===== src/rtl/uart_tx_arbiter.sv =====
// Shares one uart_tx between register-read response bytes and a periodic
// 4-byte telemetry frame. Requesters are served round-robin at frame
// boundaries; a telemetry frame runs to completion once started.
module uart_tx_arbiter #(
  parameter int          TELEM_PERIOD = 16368,
  parameter logic [7:0]  TELEM_HDR    = 8'hA5
) (
  input  logic       clk_in,
  input  logic       rst_in,
  input  logic       rd_valid_in,
  input  logic [7:0] rd_data_in,
  output logic       rd_ready_out,
  input  logic       telem_enable_in,
  input  logic [7:0] status_in,
  input  logic [4:0] sat_id_in,
  output logic       tx_dv_out,
  output logic [7:0] tx_data_out,
  input  logic       tx_active_in,
  input  logic       tx_done_in,
  output logic       telem_busy_out,
  output logic       telem_drop_out
);

  localparam int              CNT_W    = $clog2(TELEM_PERIOD);
  localparam logic [CNT_W-1:0] CNT_LAST = CNT_W'(TELEM_PERIOD - 1);

  typedef enum logic [1:0] {IDLE, LOAD, WAIT, GAP} state_t;

  state_t           state;
  state_t           state_nxt;
  logic [CNT_W-1:0] cnt;
  logic             pending;
  logic             last_telem;
  logic [1:0]       idx;
  logic [7:0]       data_q;
  logic [7:0]       status_q;
  logic [7:0]       sat_q;
  logic [7:0]       chk_q;

  logic tick;
  logic can_grant;
  logic grant_rd;
  logic grant_telem;
  logic telem_more;
  logic telem_last_gap;

  // Frame checksum: XOR of the three leading bytes.
  function automatic logic [7:0] frame_chk(input logic [7:0] hdr,
                                           input logic [7:0] st,
                                           input logic [7:0] sid);
    return hdr ^ st ^ sid;
  endfunction

  assign tick           = telem_enable_in && (cnt == CNT_LAST) && !rst_in;
  assign can_grant      = (state == IDLE) && !tx_active_in && !rst_in;
  // last_telem doubles as "current transfer is telemetry" outside IDLE.
  assign telem_more     = (state == GAP) && last_telem && (idx != 2'd3);
  assign telem_last_gap = (state == GAP) && last_telem && (idx == 2'd3);

  // Round-robin grant between the read byte and a pending frame.
  always_comb begin
    grant_rd    = 1'b0;
    grant_telem = 1'b0;
    if (can_grant) begin
      if (rd_valid_in && pending) begin
        grant_rd    = last_telem;
        grant_telem = !last_telem;
      end else begin
        grant_rd    = rd_valid_in;
        grant_telem = pending;
      end
    end
  end

  // Period counter, held at zero while telemetry is disabled.
  always_ff @(posedge clk_in) begin
    if (rst_in || !telem_enable_in || tick) cnt <= '0;
    else                                    cnt <= cnt + 1'b1;
  end

  // Single-deep frame request; a tick in the start cycle re-arms it.
  always_ff @(posedge clk_in) begin
    if (rst_in || !telem_enable_in) pending <= 1'b0;
    else if (tick)                  pending <= 1'b1;
    else if (grant_telem)           pending <= 1'b0;
  end

  // Remember who was served last for the round-robin tie-break.
  always_ff @(posedge clk_in) begin
    if (rst_in)           last_telem <= 1'b1;
    else if (grant_rd)    last_telem <= 1'b0;
    else if (grant_telem) last_telem <= 1'b1;
  end

  // FSM state register.
  always_ff @(posedge clk_in) begin
    if (rst_in) state <= IDLE;
    else        state <= state_nxt;
  end

  // FSM next-state logic.
  always_comb begin
    state_nxt = state;
    case (state)
      IDLE:    if (grant_rd || grant_telem) state_nxt = LOAD;
      LOAD:    state_nxt = WAIT;
      WAIT:    if (tx_done_in) state_nxt = GAP;
      GAP:     state_nxt = telem_more ? LOAD : IDLE;
      default: state_nxt = IDLE;
    endcase
  end

  // FSM outputs.
  always_comb begin
    rd_ready_out   = grant_rd;
    tx_dv_out      = (state == LOAD);
    telem_drop_out = tick && pending && !grant_telem;
    telem_busy_out = grant_telem ||
                     (last_telem && (state != IDLE) && !telem_last_gap);
  end

  // Frame byte index, advanced in the gap between bytes.
  always_ff @(posedge clk_in) begin
    if (rst_in || grant_telem) idx <= 2'd0;
    else if (telem_more)       idx <= idx + 2'd1;
  end

  // Byte presented to uart_tx; loaded at grant or in the inter-byte gap.
  always_ff @(posedge clk_in) begin
    if (rst_in)           data_q <= 8'h00;
    else if (grant_rd)    data_q <= rd_data_in;
    else if (grant_telem) data_q <= TELEM_HDR;
    else if (telem_more) begin
      case (idx)
        2'd0:    data_q <= status_q;
        2'd1:    data_q <= sat_q;
        default: data_q <= chk_q;
      endcase
    end
  end

  // Frame snapshot taken in the grant cycle.
  always_ff @(posedge clk_in) begin
    if (grant_telem) begin
      status_q <= status_in;
      sat_q    <= {3'b000, sat_id_in};
      chk_q    <= frame_chk(TELEM_HDR, status_in, {3'b000, sat_id_in});
    end
  end

  assign tx_data_out = data_q;

endmodule


===== config.mk =====
export PLATFORM = sky130hd
export DESIGN_NAME = uart_tx_arbiter
export DESIGN_NICKNAME = d
export VERILOG_FILES = /design/src/rtl/uart_tx_arbiter.sv
export SDC_FILE = /design/constraint.sdc
export NUM_CORES = 1
export LEC_CHECK = 0
export CORE_MARGIN = 8
export CORE_UTILIZATION = 52
export CTS_CLUSTER_SIZE = 8
export DETAILED_ROUTE_END_ITERATION = 10
export GPL_ROUTABILITY_DRIVEN = 0
export PLACE_DENSITY = 0.79
export SYNTH_ARGS = -nofsm -noshare
export SYNTH_HDL_FRONTEND = slang
export SYNTH_SLANG_ARGS = --single-unit

===== constraint.sdc =====
create_clock -name clk_in -period 2.4 [get_ports clk_in]
set_input_delay 0.48 -clock clk_in [delete_from_list [all_inputs] [get_ports clk_in]]
set_output_delay 0.48 -clock clk_in [all_outputs]
set_load 0.01 [all_outputs]

### Word level (Yosys, flattened, before mapping)

Cells that the tools add are included.

| storage, ports and cells | value |
|---|---|
| output and inout port bits | 12 |
| flip-flop bits (word level) | 49 |
| word-level logic and storage cells | 68 |
| bits of input ports | 27 |

| operators by class | value |
|---|---|
| equality and inequality tests | 9 |
| reductions and logical operators | 30 |
| add/subtract/negate cells | 2 |
| muxes and demuxes | 16 |
| bitwise logic cells | 2 |

Operator list:

| operator | count |
|---|---|
| 8-bit 2-to-1 mux | 3 |
| 8-bit case mux with 2 select lines | 1 |
| 14-bit by 1-bit adder with 14-bit output, second input constant | 1 |
| 14-bit == test, second input constant | 1 |
| 1-bit logical AND | 12 |
| 1-bit 2-to-1 mux | 9 |
| 2-bit case mux with 4 select lines | 1 |
| 8-bit by 5-bit XOR with 8-bit output | 1 |
| 2-bit == test, second input constant | 3 |
| 1-bit logical NOT | 6 |
| 2-bit nonzero test | 3 |
| 1-bit logical OR | 5 |
| 2-bit by 1-bit == test with 1-bit output, second input constant | 2 |
| 2-bit logical NOT | 2 |
| 2-bit 2-to-1 mux | 2 |
| 2-bit != test, second input constant | 2 |
| 4-bit inverter | 1 |
| 3-bit nonzero test | 1 |
| 2-bit by 1-bit adder with 2-bit output, second input constant | 1 |
| 2-bit by 1-bit != test with 1-bit output, second input constant | 1 |
| 2-bit AND reduction | 1 |

### Logic depth before layout (Yosys ltp)

| depth | value |
|---|---|
| depth after elaboration | 7 |
| gate-level depth with buffers | 7 |
| depth with buffers taken out | 7 |

### Least setup slack after synthesis

Ideal clock, no wire load.

| timing | value |
|---|---|
| kind | reg-to-output |
| start point | register state[0] |
| end point | output telem_drop_out |
| buffers on the path | 0 |
| required time | 1,920 ps |
| arrival time | 1,692 ps |
| cell stages (with the launch flop) | 7 |
| slack | 228 ps |
| cell sequence | dfxtp_1 inv_1 ha_1 nor2b_1 nand3_1 inv_1 nor4b_1 |

| on the way | value |
|---|---|
| word-level cells in the longest chain between the ends | 6 |

RTL lines:

| item | line | text |
|---|---|---|
| start: declaration | 29 | `state_t state;` |
| start signal: assignment | 98 | `else state <= state_nxt;` |
| 2-bit logical NOT | 55 | `assign can_grant = (state == IDLE) && !tx_active_in && !rst_in;` |
| 1-bit logical AND (2 in a row) | 55 |  |
| 1-bit 2-to-1 mux | 64 | `if (can_grant) begin` |
| named net grant_telem | 43 | `logic grant_telem;` |
| 1-bit logical NOT | 117 | `telem_drop_out = tick && pending && !grant_telem;` |
| 1-bit logical AND | 117 |  |
| end: declaration | 21 | `output logic telem_drop_out` |

The timed path passes the listed nets, and every way through them passes these cells.

### Final worst setup path

Ends and elaborated chain as after synthesis.

==> results.sh <==
export IMPL_critPathLaunchType="flip-flop"
export IMPL_crit_chain="inv_1 > ha_2 > nor2b_2 > nand3_1 > inv_1 > nor4b_4 > dlygate4sd2_1"
export IMPL_postCtsSetupBuffers=0
export IMPL_finalCriticalPeriod_ns=2.27
export IMPL_row_count=24
export IMPL_hold_class="reg2reg"
export IMPL_finish_utilization=0.679
export IMPL_area_delta_synth_final_pct=28.3
export IMPL_cp_required_ns=1.92
export IMPL_drt_initial_drc_count=98
export IMPL_cts_hold_buf=0
export IMPL_grt_max_degree=23
export IMPL_synth_edf_count=20
export IMPL_ys_ff_latch=48
export IMPL_vias_per_cell=5.25
export IMPL_rsz0062_at_grt="false"
export IMPL_async_flop_share=0
export IMPL_synth_area_per_cell_um2=10.5
export IMPL_skew_ns=0.00922
export IMPL_initial_core_util=0.529
export IMPL_layout_nets=306
export IMPL_cp_slowest_stage_delay_ns=0.36
export IMPL_grt_overflow=0
export IMPL_total_power_mw=1.88
export IMPL_grt_pass1_wl_um=7720
export IMPL_die_h_um=81.9
export IMPL_max_vdd_ir_drop_mv=0.448
export IMPL_core_area_mm2=0.00426
export IMPL_reg2reg_depth=6
export IMPL_first_global_vias=1761
export IMPL_wl_per_cell_um=14.2
export IMPL_regArea_mm2=0.00116
export IMPL_syn_area_mm2=0.00226
export IMPL_track_usage=0.149
export IMPL_path_class="reg2out"
export IMPL_clockBufferDepth=2
export IMPL_cp_buffers_inverters=3
export IMPL_io_buffers=38
export IMPL_synth_nets=251
export IMPL_hold_viol=0
export IMPL_htree_levels=2
export IMPL_clk_pin_slew_ns=0.09
export IMPL_multi_input_area_mm2=0.00102
export IMPL_drc_errors=0
export IMPL_maxCapViolations=0
export IMPL_cts_tree="done"
export IMPL_path_depth=7
export IMPL_synth_top_cell_by_area="edfxtp_1"
export IMPL_n_fill_cell=335
export IMPL_max_freq_mhz=441
export IMPL_cp_slowest_cell="dfxtp_2"
export IMPL_drtAntennaViolNets=0
export IMPL_relSlewSlack=0.621
export IMPL_end_kind="primary output"
export IMPL_vias=1697
export IMPL_synth_flop_cell="dfxtp_1"
export IMPL_die_w_um=81.9
export IMPL_drive_above_1_share=0.162
export IMPL_dr_pass1_iters=4
export IMPL_seq_area_frac_synth=0.514
export IMPL_worstMarginPinSlew_ns=0.568
export IMPL_antenna_cells=0
export IMPL_io_pins=39
export IMPL_synthCells=215
export IMPL_p_leak_nw=1.10
export IMPL_insertion_delay_ns=0.30
export IMPL_dp_hpwl_um=3400
export IMPL_setup_viol=0
export IMPL_yosysUniqueCellTypes=44
export IMPL_fin_area_mm2=0.00290
export IMPL_cts_root_buf="clkbuf_8"
export IMPL_maxSlewViolCount=0
export IMPL_status="finished clean"
export IMPL_wl_um=4570
export IMPL_placed_cell_area_mm2=0.00278
export IMPL_synth_top_area_share=0.266
export IMPL_critPathMostFrequentCell="inv_1"
export IMPL_critPathTopFamily="simple AND/OR/NAND/NOR gates"
export IMPL_min_path_cells=2
export IMPL_antenna_found_initial=0
export IMPL_dieArea_mm2=0.00671
export IMPL_yosys_warnings=0
export IMPL_clock_sinks=48
export IMPL_setup_tns_ns=0
export IMPL_cts_buffers=5
export IMPL_post_route_period_util=0.946
export IMPL_p_per_area_mw_per_mm2=648
export IMPL_cp_max_fo=3
export IMPL_cp_arrival_ns=1.79
export IMPL_synthTopCellsByArea="edfxtp_1 27%, dfxtp_1 25%, ha_1 5.0%, xor2_1 4.3%, nor2_1 3.5%"
-- cell usage in the layout (no fill, tap or decap), drive strengths merged, types with 2 or more instances in the layout --
cell type and instances:
clkdlybuf4s50 35, dfxtp 28, nor2 21, edfxtp 20, buf 18, nand2 17, inv 15, a21oi 12
xor2 11, nand3 10, ha 9, xnor2 6, nor3 6, a21o 5, a211oi 5, clkbuf 5
a31o 5, nand2b 4, nand4 3, o21ai 3, a22o 3, a22oi 3, a221oi 3, dlygate4sd2 3
and3 3, or2 3, and4 2, and2 2
-- tightest hold or removal path: cells and delay by family, from the launching register on --
kind / cells / cell delay [ns]
and+or+nand+nor: 1 / 0.05
AOI/OAI and AO/OA: 1 / 0.05
DFF: 1 / 0.32
-- worst paths after layout --
path | start | endpoint | slack (ns)
min | tx_data_out[2] | tx_data_out[2] | 0.46
max | state[0] | telem_drop_out | 0.13
max reg2reg | idx[0] | tx_data_out[0] | 0.54
min reg2reg | tx_data_out[2] | tx_data_out[2] | 0.46
-- metrics by stage --
stage               setup WS [ns]  instances  hold WS, ns
finish                      0.130        323        0.463
global route               0.0314        323        0.489
CTS                        0.0641        323        0.466
detailed placement         -0.190        315        0.453
global placement           -0.168        315        0.445
floorplan                   0.228        215        0.441
-- flip-flops by register name, summed over array words and instances (netlist names) --
name	flops
idx	2
tx_data_out	8
sat_q	5
cnt	14
last_telem	1
chk_q	7
pending	1
status_q	8
state	2
-- power breakdown --
part | switching, mW | internal [mW]
Combinational | 0.227 | 0.262
Sequential | 0.0264 | 0.891
Clock | 0.266 | 0.203
Total | 0.519 | 1.36
-- logic make-up after synthesis --
family,after synthesis,share of synthesized area
and+or+nand+nor,78,0.185
buffers and inverters,22,0.0477
adders and majority gates,9,0.0499
xor gates and xnor gates,17,0.0660
AOI/OAI and AO/OA,41,0.137
DFF,48,0.514
-- synthesized netlist by cell type, types with 3 or more instances --
cell type / instances
xnor2_1: 6
a22oi_1: 3
buf_6: 3
a211oi_1: 5
nor3_1: 6
a21o_1: 5
nor2_1: 21
xor2_1: 11
dfxtp_1: 28
a21oi_1: 10
nand4_1: 3
a31o_1: 3
a22o_1: 3
nand2_1: 17
clkbuf_1: 3
nand2b_1: 4
ha_1: 9
o21ai_0: 3
nand3_1: 9
inv_1: 14
edfxtp_1: 20
a221oi_2: 3
-- final cells by class --
cell class                 count  area share
clock buffer                   5      0.0238
clock inverter                 3     0.00605
inverter                      14      0.0182
multi-input combinational    145       0.351
sequential                    48       0.401
tap                           52      0.0225
timing repair buffer          56       0.177
-- repair_timing --
action | CTS | global route
resized for setup | 6 | 3
gates cloned | 0 | 0
setup endpoints to repair | 3 | 1
pin swaps | 0 | 1
-- metal layers --
| metal | wire (µm) | GRT usage | vias to the layer above |
|---|---|---|---|
| li1 | - | - | 863 |
| met1 | 1940 | 0.166 | 791 |
| met2 | 2280 | 0.253 | 35 |
| met3 | 258 | 0.0449 | 8 |
| met4 | 93 | 0.0702 | 0 |
| met5 | 0 | 0 | - |
(Power assumes the default switching activity.)
